$ cat src/rtl/tt_sweep.sv
// tt_sweep: drives a 4-input combinational block through all 16 input vectors,
// captures its output f into a truth table and compares it with an expected table.
// Latency: 16*DWELL cycles from the edge that samples start to done; no backpressure.
//
// Ports:
//   clk, rst           rising-edge clock, synchronous active-high reset
//   start              begin a sweep (level-sampled, honoured only in IDLE/DONE)
//   expected[15:0]     expected truth table, latched when a sweep starts
//   f                  output of the block under test
//   a, b, c, d         stimulus, {a,b,c,d} = current vector index
//   busy, done         sweep in progress / sweep complete (held until restart)
//   truth_table[15:0]  captured table, bit i = f sampled for vector i
//   mismatch_count     number of differing bits (0..16)
//   first_fail         lowest failing vector index, 0 if none
//   pass               done and no mismatches
module tt_sweep #(
    parameter int unsigned DWELL = 10
) (
    input  logic        clk,
    input  logic        rst,
    input  logic        start,
    input  logic [15:0] expected,
    input  logic        f,
    output logic        a,
    output logic        b,
    output logic        c,
    output logic        d,
    output logic        busy,
    output logic        done,
    output logic [15:0] truth_table,
    output logic [4:0]  mismatch_count,
    output logic [3:0]  first_fail,
    output logic        pass
);

    typedef enum logic [1:0] {
        IDLE = 2'd0,
        RUN  = 2'd1,
        DONE = 2'd2
    } state_t;

    localparam logic [7:0] CNT_LAST = 8'(DWELL - 1);

    state_t      state;
    state_t      state_nxt;
    logic [3:0]  idx;
    logic [7:0]  cnt;
    logic [15:0] exp_q;
    logic        sample;
    logic        miss;
    logic        launch;

    // f is taken on the last cycle of each dwell window.
    assign sample = (state == RUN) && (cnt == CNT_LAST);
    assign miss   = f ^ exp_q[idx];
    assign launch = ((state == IDLE) || (state == DONE)) && start;

    always_comb begin
        state_nxt = state;
        case (state)
            IDLE:    if (start) state_nxt = RUN;
            RUN:     if (sample && (idx == 4'd15)) state_nxt = DONE;
            DONE:    if (start) state_nxt = RUN;
            default: state_nxt = IDLE;
        endcase
    end

    always_ff @(posedge clk) begin
        if (rst) begin
            state <= IDLE;
        end else begin
            state <= state_nxt;
        end
    end

    always_ff @(posedge clk) begin
        if (rst) begin
            idx            <= 4'd0;
            cnt            <= 8'd0;
            exp_q          <= 16'd0;
            truth_table    <= 16'd0;
            mismatch_count <= 5'd0;
            first_fail     <= 4'd0;
        end else if (launch) begin
            // Restart from DONE clears the previous result on the same edge.
            idx            <= 4'd0;
            cnt            <= 8'd0;
            exp_q          <= expected;
            truth_table    <= 16'd0;
            mismatch_count <= 5'd0;
            first_fail     <= 4'd0;
        end else if (state == RUN) begin
            if (sample) begin
                truth_table[idx] <= f;
                if (miss) begin
                    mismatch_count <= mismatch_count + 5'd1;
                    if (mismatch_count == 5'd0) begin
                        first_fail <= idx;
                    end
                end
                cnt <= 8'd0;
                // idx 15 wraps to 0, which is exactly the idle stimulus in DONE.
                idx <= idx + 4'd1;
            end else begin
                cnt <= cnt + 8'd1;
            end
        end
    end

    assign {a, b, c, d} = idx;
    assign busy         = (state == RUN);
    assign done         = (state == DONE);
    assign pass         = done && (mismatch_count == 5'd0);

endmodule

$ cat config.mk
export PLATFORM = sky130hd
export DESIGN_NAME = tt_sweep
export DESIGN_NICKNAME = d
export VERILOG_FILES = /design/src/rtl/tt_sweep.sv
export SDC_FILE = /design/constraint.sdc
export NUM_CORES = 1
export LEC_CHECK = 0
export CELL_PAD_IN_SITES_DETAIL_PLACEMENT = 1
export CELL_PAD_IN_SITES_GLOBAL_PLACEMENT = 2
export CORE_ASPECT_RATIO = 1.1
export CORE_MARGIN = 2
export CORE_UTILIZATION = 30
export DETAILED_ROUTE_END_ITERATION = 10
export PLACE_DENSITY = 0.8
export SKIP_LAST_GASP = 1
export SLEW_MARGIN = 10
export SYNTH_ARGS = -nofsm -noshare
export SYNTH_HDL_FRONTEND = slang
export SYNTH_SLANG_ARGS = --single-unit
export TNS_END_PERCENT = 10
$ cat constraint.sdc
create_clock -name clk -period 2.63 [get_ports clk]
set_input_delay 0.789 -clock clk [delete_from_list [all_inputs] [get_ports clk]]
set_output_delay 0.789 -clock clk [all_outputs]
set_load 0.02 [all_outputs]
---- Word level (Yosys, flattened, before mapping) ----
Cells that the tools add are included.
storage, ports and cells
  output and inout port bits .............. 32
  word-level logic and storage cells ...... 42
  flip-flop bits (word level) ............. 55
  bits of input ports ..................... 20
operators by class
  equal/unequal tests ..................... 6
  add/subtract/negate cells ............... 3
  $lt $le $gt $ge ......................... 2
  muxes and demuxes ....................... 9
  bitwise gates (word level) .............. 1
  reduce and logical (&&, ||, !) cells .... 14
operators with widths
  cell                                                                                  number
  16-bit bitwise mux                                                                    1
  8-bit by 1-bit adder with 8-bit output (second input constant)                        1
  8-bit by 4-bit == test with 1-bit output (second input constant)                      1
  8-bit 2-to-1 mux                                                                      1
  5-bit by 1-bit adder with 5-bit output (second input constant)                        1
  1-bit logical AND                                                                     5
  5-bit zero test                                                                       1
  4-bit by 5-bit less-than comparator with 1-bit output (second input constant)         1
  4-bit by 1-bit adder with 4-bit output (second input constant)                        1
  1-bit binary-select mux with 4-bit select                                             1
  1-bit demux with 4-bit select                                                         1
  4-bit == test (second input constant)                                                 1
  4-bit by 1-bit greater-or-equal comparator with 1-bit output (second input constant)  1
  2-bit 2-to-1 mux                                                                      2
  2-bit by 1-bit inequality test with 1-bit output (second input constant)              2
  2-bit one-hot mux with 2 select lines                                                 1
  2-bit AND reduction                                                                   2
  4-bit AND reduction                                                                   1
  2-bit OR reduction                                                                    2
  3-bit AND reduction                                                                   1
  2-bit by 1-bit == test with 1-bit output (second input constant)                      1
  2-bit == test (second input constant)                                                 1
  2-bit zero test                                                                       1
  1-bit 2-to-1 mux                                                                      2
  other kinds (2)                                                                       2

---- Logic depth before layout (Yosys ltp) ----
  depth in word-level cells ............... 5
  mapped depth ............................ 9
  mapped depth without buffers ............ 7

---- Least setup slack after synthesis ----
No wires, ideal clock.
  kind .................................... register to output
  start point ............................. reg mismatch_count[0]
  end point ............................... out pass
  arrival time ............................ 1.616 ns
  data required time ...................... 1.841 ns
  path slack .............................. 0.225 ns
  cell stages (with the launch flop) ...... 5
  path buffers ............................ 0
  cells stage by stage .................... dfxtp_1 inv_1 ha_1 or4b_1 nor3b_1
on the way
  cells in the longest elaborated chain, start to end .. 2
RTL lines
  element                   line  text
  start: declaration        31    output logic [4:0] mismatch_count,
  start signal: assignment  96    mismatch_count <= mismatch_count + 5'd1;
  5-bit zero test           113   assign pass = done && (mismatch_count == 5'd0);
  1-bit logical AND         113
  end: declaration          33    output logic pass
No other way between the ends.

---- Worst setup path in the final report ----
  start point ............................. reg state[0]
  end point ............................... out busy
on the way
  cells in the longest elaborated chain, start to end .. 1
RTL lines
  element                                   line  text
  start: declaration                        44    state_t state;
  start signal: assignment                  72    state <= state_nxt;
  2-bit by 1-bit == test with 1-bit output  111   assign busy = (state == RUN);
  end: declaration                          28    output logic busy,
No other way between the ends.

==> qor.txt <==
Post-DR vias/cell: 4.83
Synth cell count leaders: dfxtp_1 (55), nand2_1 (44), nor2_1 (32), a21oi_1 (28), mux2i_1 (22)
CP endpoint kind: output pin
TritonCTS clock tree: yes
Max-slew violations: 0
Endpoints failing setup: 0
Maximum VDD drop: 0.194 mV
Ys async rst share: 0
ANT cells: 0
Synthesized area: 2640 sq um
Initial core utilization: 0.312
Most used DFF post-synth: dfxtp_1
Seq cells post-synth: 55
Syn nets: 333
WP data arrival: 1.74 ns
Num ports: 52
HP Class: reg -> reg
Hold Violations, Final: 0
RSZ-0062 raised after global routing: yes
Routed WL per cell: 14.3 um
Outcome: complete, no violations
Die height: 102 um
1st-pass router iterations: 4
Hold path cells: 2
DP Wirelength: 5.00 mm
Area delta synth->final: 29.6%
Clock slew seen by the registers of the worst setup and hold paths: 0.10 ns
Leak Pwr: 0.00133 uW
Residual DRC count: 0
Global-route wire length before repair: 11.6 mm
Slew margin rel.: 0.656
Final ANT Viol Nets: 0
Total CTS buffers: 5
Post-synth top area share: 0.417
CP Launch Type: register
Cells after Synth: 305
Avg Synthesized Cell Area: 8.65 sq um
Largest net degree at the start of global routing: 27
Detailed Route WL: 6.75 mm
Gr usage total: 0.151
Setup Skew: 0.0117 ns
PortBufs: 51
Total number of yosys warnings: 0
Clock latency on the worst-skew pair: 0.31 ns
Top cells by area, synth: dfxtp_1 (42%), mux2i_1 (8.3%), nand2_1 (6.3%), a21oi_1 (5.3%), nor2_1 (4.6%)
EDFF count, synth: 0
CP Class: reg -> out
Die area: 9560 sq um
Final Wtd Congestion: 0.723
Global route overflow: 0
Tcrit/Tclk final: 0.963
Max-Cap Viols: 0
Max FO, Critical Path: 8
Vias in the first global route: 2,357
Root Buffer: clkbuf_8
Share of layout cells above drive strength 1: 0.0914
Via count: 2,282
Initial antenna violation count: 0
Clock Path Buffers: 2
Dpl ws: 0.0382 ns
Reg2Reg Depth: 5
Area leader, netlist: dfxtp_1
Final WS setup: 0.0970 ns
Hold buffers post-CTS: 0
Number of H-tree levels: 2
F_max: 0.395 GHz
Row cnt: 35
Tightest Pin Transition: 0.514 ns
Final worst path period need: 2.53 ns
Clk sinks: 55
Synth cell types: 36
Worst EP required: 1.84 ns
Sequential area share after synthesis: 0.417
Dominant cell by count in the synthesized netlist: dfxtp_1
Core area: 8450 sq um
First DRT Iteration DRCs: 58
Final net count: 388
Die width: 93.4 um
TNS Setup: 0 ns
PwrDens: 437 nW/um^2
==> critical path, cell delays in order, from the launching register on <==
cell             delay [ns]
dfxtp_1                0.46
nand2b_1               0.17
inv_2                  0.18
clkdlybuf4s50_1        0.63
==> cell families after synthesis <==
| group | after synthesis | share of synthesized area |
|---|---|---|
| and+or+nand+nor | 143 | 0.268 |
| AOI/OAI and AO/OA | 40 | 0.0925 |
| adders and majority gates | 8 | 0.0380 |
| buffers and inverters | 25 | 0.0403 |
| DFF | 55 | 0.417 |
| xor gates and xnor gates | 8 | 0.0266 |
| muxes | 26 | 0.118 |
==> placed cells by master (no fill, tap or decap), types with 2 or more instances in the layout <==
master	count
a21oi_1	28
inv_1	5
a211oi_1	3
clkbuf_8	6
and4_1	3
nand4b_1	3
nand2b_1	5
nor3_1	3
clkdlybuf4s50_1	50
o21ai_0	5
ha_1	8
mux4_2	4
nor2_1	32
nand2_1	44
nand3_1	21
dfxtp_1	55
mux2i_1	22
a22oi_4	2
xor2_1	7
nor2b_1	8
or3_1	4
buf_4	16
nand4_1	11
==> stage by stage <==
stage / area (sq um) / cells / hold WS (ns) / power, uW / utilization
2_1_floorplan: 2640 / 305 / 0.433 / 953 / -
3_3_place_gp: 3320 / 464 / 0.442 / 1010 / 0.393
3_5_place_dp: 3320 / 464 / 0.449 / 1010 / 0.393
4_1_cts: 3420 / 472 / 0.465 / 1520 / 0.405
5_1_grt: 3420 / 472 / 0.494 / 1570 / 0.404
6_report: 3420 / 472 / 0.462 / 1490 / 0.404
==> where the power goes <==
| part | internal (uW) | switching (uW) |
|---|---|---|
| sequential | 850 | 11.9 |
| clock | 216 | 287 |
| combinational | 60.1 | 68.8 |
| total | 1130 | 368 |
==> area by class of cell <==
cell class	count	area (sq um)
clock buffer	6	82.6
clock inverter	2	16.3
fill	991	5030
inverter	6	22.5
multi-input combinational	225	1430
sequential	55	1100
tap	111	139
timing repair buffer	67	626
==> repair_timing <==
| item | in CTS | in global routing |
|---|---|---|
| setup endpoints to repair | 1 | 2 |
| gates resized for setup | 4 | 1 |
| setup buffers | 0 | 0 |
==> flip-flops by register name, summed over array words and instances, names as in the netlist <==
| register | flops |
|---|---|
| cnt | 8 |
| exp_q | 16 |
| first_fail | 4 |
| idx | 4 |
| mismatch_count | 5 |
| state | 2 |
| truth_table | 16 |
==> path summary, 6_finish.rpt <==
kind                   from                end  slack (ns)
setup / recovery   state[0]               busy         0.1
hold / removal    exp_q[10]          exp_q[10]        0.46
setup reg to reg     idx[1]  mismatch_count[2]        0.44
hold reg to reg   exp_q[10]          exp_q[10]        0.46
==> routing by layer <==
layer  global-route usage  up-vias  share of wire
met5                    0        -              0
met4               0.0339        0          0.010
met3               0.0317        7          0.033
met2                0.257       32           0.48
met1                0.197     1078           0.48
li1                     -     1165              -
Note: power is estimated with default switching activity, not from simulation.
